### src/rtl/adder_seq_ctrl.sv
// Wide unsigned adder that time-multiplexes one external 4-bit slice, LSB nibble first.
// Optional subtract mode (A - B, two's complement) enabled by ADDER_SEQ_CTRL_SUB_EN.
module adder_seq_ctrl #(
    parameter int NIBBLES = 4
) (
    input  logic                 i_w_clk,
    input  logic                 i_w_reset,
    input  logic                 i_w_start,
    input  logic [4*NIBBLES-1:0] i_w_a,
    input  logic [4*NIBBLES-1:0] i_w_b,
`ifdef ADDER_SEQ_CTRL_SUB_EN
    input  logic                 i_w_sub,
`endif
    output logic                 o_w_busy,
    output logic                 o_w_done,
    output logic [4*NIBBLES:0]   o_w_sum,
    output logic [3:0]           o_w_add_a,
    output logic [3:0]           o_w_add_b,
    input  logic [4:0]           i_w_add_s
);
    localparam int W  = 4 * NIBBLES;
    localparam int IW = $clog2(NIBBLES);

    localparam logic [1:0] S_IDLE = 2'd0;
    localparam logic [1:0] S_RUN  = 2'd1;
    localparam logic [1:0] S_DONE = 2'd2;

    logic [1:0]    r_state;
    logic [W-1:0]  r_a;
    logic [W-1:0]  r_b;
    logic [W-1:0]  r_res;
    logic [W:0]    r_sum;
    logic          r_carry;
    logic          r_sub;
    logic [IW-1:0] r_idx;

    logic          w_sub_in;
    logic          w_run;
    logic          w_last;
    logic [4:0]    w_t;

`ifdef ADDER_SEQ_CTRL_SUB_EN
    assign w_sub_in = i_w_sub;
`else
    assign w_sub_in = 1'b0;
`endif

    // Operands shift right each RUN cycle, so the current nibble is always at [3:0].
    assign w_run     = (r_state == S_RUN);
    assign w_last    = (r_idx == IW'(NIBBLES - 1));
    assign w_t       = i_w_add_s + {4'd0, r_carry};
    assign o_w_add_a = w_run ? r_a[3:0] : 4'd0;
    assign o_w_add_b = w_run ? (r_b[3:0] ^ {4{r_sub}}) : 4'd0;

    assign o_w_busy  = (r_state != S_IDLE);
    assign o_w_done  = (r_state == S_DONE);
    assign o_w_sum   = r_sum;

    always_ff @(posedge i_w_clk) begin
        if (i_w_reset) begin
            r_state <= S_IDLE;
            r_a     <= '0;
            r_b     <= '0;
            r_res   <= '0;
            r_sum   <= '0;
            r_carry <= 1'b0;
            r_sub   <= 1'b0;
            r_idx   <= '0;
        end else begin
            case (r_state)
                S_IDLE: begin
                    if (i_w_start) begin
                        r_a     <= i_w_a;
                        r_b     <= i_w_b;
                        r_sub   <= w_sub_in;
                        r_carry <= w_sub_in;
                        r_idx   <= '0;
                        r_state <= S_RUN;
                    end
                end
                S_RUN: begin
                    r_a     <= r_a >> 4;
                    r_b     <= r_b >> 4;
                    // Result nibbles enter at the top and settle LSB-first at the bottom.
                    r_res   <= {w_t[3:0], r_res[W-1:4]};
                    r_carry <= w_t[4];
                    r_idx   <= r_idx + IW'(1);
                    if (w_last) begin
                        r_sum   <= {w_t, r_res[W-1:4]};
                        r_state <= S_DONE;
                    end
                end
                S_DONE:  r_state <= S_IDLE;
                default: r_state <= S_IDLE;
            endcase
        end
    end
endmodule

### config.mk
export PLATFORM = sky130hd
export DESIGN_NAME = adder_seq_ctrl
export DESIGN_NICKNAME = d
export VERILOG_FILES = /design/src/rtl/adder_seq_ctrl.sv
export SDC_FILE = /design/constraint.sdc
export NUM_CORES = 1
export LEC_CHECK = 0
export BUFFER_PORTS_ARGS = -buffer_cell sky130_fd_sc_hd__buf_2
export CAP_MARGIN = 20
export CORE_ASPECT_RATIO = 0.75
export CORE_UTILIZATION = 52
export CTS_CLUSTER_SIZE = 14
export DETAILED_ROUTE_END_ITERATION = 6
export PLACE_DENSITY = 0.88
export SKIP_LAST_GASP = 1
export SLEW_MARGIN = 15
export SYNTH_ARGS = -nofsm -noshare
export SYNTH_HDL_FRONTEND = slang
export SYNTH_SLANG_ARGS = --single-unit
### constraint.sdc
create_clock -name i_w_clk -period 1.7 [get_ports i_w_clk]
set_input_delay 0 -clock i_w_clk [delete_from_list [all_inputs] [get_ports i_w_clk]]
set_output_delay 0 -clock i_w_clk [all_outputs]
set_load 0.05 [all_outputs]
==> Word-level counts from Yosys, hierarchy flattened <==
Index checks and enable logic that the tools add are counted.
{ "word_totals": {"regBits": 70} }
{ "op_classes": {"addsub": 2, "eq_ne": 5, "mux": 13, "n_reduce_logical": 6} }
{ "op_table": {"columns": ["cell", "n"], "rows": [
  ["16-bit case mux with 2 select lines", 2],
  ["16-bit two-way mux", 2],
  ["4-bit two-way mux", 2],
  ["2-bit case mux with 2 select lines", 2],
  ["2-bit two-way mux", 3],
  ["2-bit AND reduction", 3],
  ["5-bit by 1-bit adder with 5-bit output", 1],
  ["2-bit == test (second input constant)", 2],
  ["2-bit nonzero test", 2],
  ["2-bit by 1-bit adder with 2-bit output (second input constant)", 1],
  ["2-bit by 1-bit == test with 1-bit output (second input constant)", 1],
  ["2-bit zero test", 1],
  ["2-bit by 1-bit inequality test with 1-bit output (second input constant)", 1],
  ["2-bit inequality test (second input constant)", 1],
  ["1-bit case mux with 2 select lines", 1],
  ["1-bit two-way mux", 1]
]} }

==> Longest topological paths before layout <==
{ "depth": {"ltp_word": 3, "mapped_depth": 6, "mapped_depth_nobuf": 5} }

==> Worst setup path after synthesis <==
OpenSTA, ideal clock, no wires.
{ "synth_path": {"path_kind": "reg2out", "from": "register r_state[0]", "to": "output o_w_add_a[0]", "t_arrival_ps": 1265, "required_ps": 1700, "setup_slack_ps": 435, "stages_incl_launch_ff": 5, "n_path_buf": 2, "cell_sequence": "dfxtp_1 > buf_4 > and2b_1 > clkbuf_1 > and2_1"} }
{ "synth_via": {"elab_chain_len": 2} }
{ "synth_rtl": {"columns": ["item", "line", "source"], "rows": [
  ["start: declaration", "28", "logic [1:0] r_state;"],
  ["start signal: assignment", "61", "r_state <= S_IDLE;"],
  ["start signal: assignment", "78", "r_state <= S_RUN;"],
  ["start signal: assignment", "90", "r_state <= S_DONE;"],
  ["2-bit by 1-bit == test with 1-bit output", "49", "assign w_run = (r_state == S_RUN);"],
  ["4-bit two-way mux", "52", "assign o_w_add_a = w_run ? r_a[3:0] : 4'd0;"],
  ["end: declaration", "17", "output logic [3:0] o_w_add_a,"]
]} }
Every way passes these cells.

==> Worst setup path after layout <==
{ "layout_path": {"from": "register r_state[1]", "to": "output o_w_add_a[2]"} }
Same word-level chain as after synthesis.

==> qor.txt <==
Tcrit/Tclk final: 95.7%
Ranking of synthesized cells by area: dfxtp_1 (49%), nand2_1 (10%), a21oi_1 (9.3%), a211oi_1 (7.6%), nor2_1 (5.6%)
Seq/Total Area, Yosys: 49.3%
Final ANT Viol Nets: 0
Top-area cell type share of the netlist area: 49.3%
Clk sinks: 66
DRT Pass-1 Iters: 7
Status: finished with violations
Root Buffer Master: clkbuf_8
TNS Setup: 0 ps
Synth Instances: 324
WP data required: 1700 ps
Final setup fails: 0
Sw Share: 25.3%
Htree depth: 3
Fmax achieved: 615 MHz
Post-DR vias/cell: 5.48
RSZ-0062 raised after global routing: false
Type of the worst min-delay path: input pin to register
Layout cells sized above 1: 23.2%
Die span in x: 84.9 um
Grt ovf: 0
Clock Latency Late Sink: 340 ps
Number of DRC markers in iteration 0: 213
Total Die Area: 5440 sq um
Gpl congestion: 0.744
Post-synth top area cell: dfxtp_1
Post-layout min period: 1630 ps
Worst Tran Pin Value: 373 ps
Cell variety after synth: 31
Tot GR Track Use: 28.0%
Max clock buf depth: 2
Comb power frac: 14.1%
Vias in the first global route: 2526
Area growth syn-to-layout: 34.7%
Initial antenna violation count: 0
Largest net degree at the start of global routing: 36
Leak: 1.56 nW
Detailed placer's ending HPWL: 4170 um
Clock network power share: 38.4%
Max_slew headroom: 75.1%
Syn_nets: 367
Rows: 22
Final hold violations: 0
Int Power: 2.64 mW
Residual DRC: 3
Highest-count cells in the layout ignoring fill and taps: nand2_1 (74), buf_2 (66), dfxtp_1 (65)
I/O pins: 67
Violated checks: design-rule violations
First-pass GRT wire length: 11600 um
Synthesized cell area: 2680 sq um
Avg Synthesized Cell Area: 8.26 sq um
Part of the power in registers: 47.6%
Core area: 4930 sq um
Synth warn: 0
Vias: 2661
Max-slew violation count: 0
TritonCTS clock tree: done
Most common cell after layout, fill and taps aside: nand2_1
Max-Cap Viols: 0
TritonCTS Buffers: 9
Critical path endpoint category: primary output
Initial Util: 54.3%
Crit path DAT: 1630 ps
Worst VDD drop: 0.585 mV
Area post-placement: 3070 sq um
P_sw: 0.892 mW
Overall routed net length: 7110 um
N_diodes: 0
Max FO, Critical Path: 35
Die Span Y: 64.1 um
Clk_skew: 3.58 ps
P per Cell Area: 978 nW/um^2
Layout Nets: 465
Final Util: 73.2%
Worst Setup Path Type: register to primary output
WL/cell: 14.6 um
Register bit total from synthesis: 66
Worst setup SP type: register
Fin area: 3610 sq um
Clock slew at the register clock pins of the worst setup and hold paths: 70 ps
Port Buffer Count: 66
## per-stage QoR
stage / instances / total power, mW / hold WS, ps / worst slack [ps]
2_1_floorplan: 324 / 2.00 / 141 / 435
3_3_place_gp: 438 / 2.12 / 246 / 403
3_5_place_dp: 438 / 2.14 / 256 / 312
4_1_cts: 486 / 3.52 / 20.9 / 74.3
5_1_grt: 486 / 3.68 / 45.9 / 7.42
6_report: 486 / 3.53 / 23.1 / 73.3
## worst max-delay path, stage by stage (launching register included)
cell     delay [ps]
dfxtp_1         380
and2b_1         280
buf_12          200
and2_1          150
buf_2           260
## power by group through the flow
stage                     Sequential [mW]  Clock, mW  Combinational, mW
after global routing                 1.69       1.45              0.545
final                                1.68       1.35              0.496
after floorplan                      1.69          0              0.306
after detailed placement             1.71          0              0.425
after CTS                            1.68       1.36              0.488
after global placement               1.71          0              0.415
## Yosys cell counts
master    instances
a211oi_1         27
a211oi_2          1
a21oi_1          50
a22oi_1           8
a311oi_1          1
and2_1            8
and2b_1           1
and3b_1           1
buf_1             2
buf_2             8
buf_4             9
clkbuf_1          7
dfxtp_1          66
ha_1              3
inv_1             1
mux2i_1           1
nand2_1          74
nand2b_1          2
nand3_1           2
nand3b_1          2
nand4b_1          1
nor2_1           40
nor2b_1           1
nor3b_2           1
o21ba_1           1
o21bai_4          1
o31ai_1           1
o32a_1            1
or2_2             1
xnor2_1           1
xor2_1            1
## cell families (layout without fill, tap and decap cells)
group	after synthesis	count (layout)	synth area share, %
xor gates and xnor gates	2	2	0.654
muxes	1	1	0.374
DFF	66	66	49.3
adders and majority gates	3	3	1.40
AOI/OAI and AO/OA	91	91	21.7
and+or+nand+nor	134	134	21.1
buffers and inverters	27	129	5.42
## final cells by class
class	instances	area, sq um
well taps	60	75.1
fillers	344	1320
inverters	1	3.75
flip-flops and latches	66	1320
clock buffers	13	169
repair buffers	113	791
clock inverters	2	35.0
multi-input cells	231	1210
## path summary, 6_finish.rpt
path / startpoint / endpoint / slack, ps / depth (start not counted)
min reg2reg: o_w_sum[2] / o_w_sum[2] / 460 / 2
max reg2reg: r_idx[0] / o_w_sum[9] / 290 / 5
max: r_state[1] / o_w_add_a[2] / 70 / 4
min: i_w_add_s[3] / o_w_sum[16] / 20 / 3
## flip-flops by register name (all words and copies together), names as in the netlist
signal,count
r_idx,2
r_carry,1
o_w_sum,17
r_state,2
r_b,16
r_res,12
r_a,16
## repair_timing
| item | in CTS | in global routing |
|---|---|---|
| setup endpoints to repair | 8 | 0 |
| hold buffers | 33 | 0 |
| hold endpoints to repair | 34 | 0 |
| resized for setup | 1 | 0 |
| buffers inserted | 0 | 0 |
## per-layer routing
layer  vias up  global-route usage [%]  wire, um
li1       1300                       -         -
met3        13                    9.95       398
met1      1266                    34.5      3070
met5         -                       0         0
met4         0                    9.53       132
met2        82                    45.9      3510
Note: power is estimated with default switching activity, not from simulation.
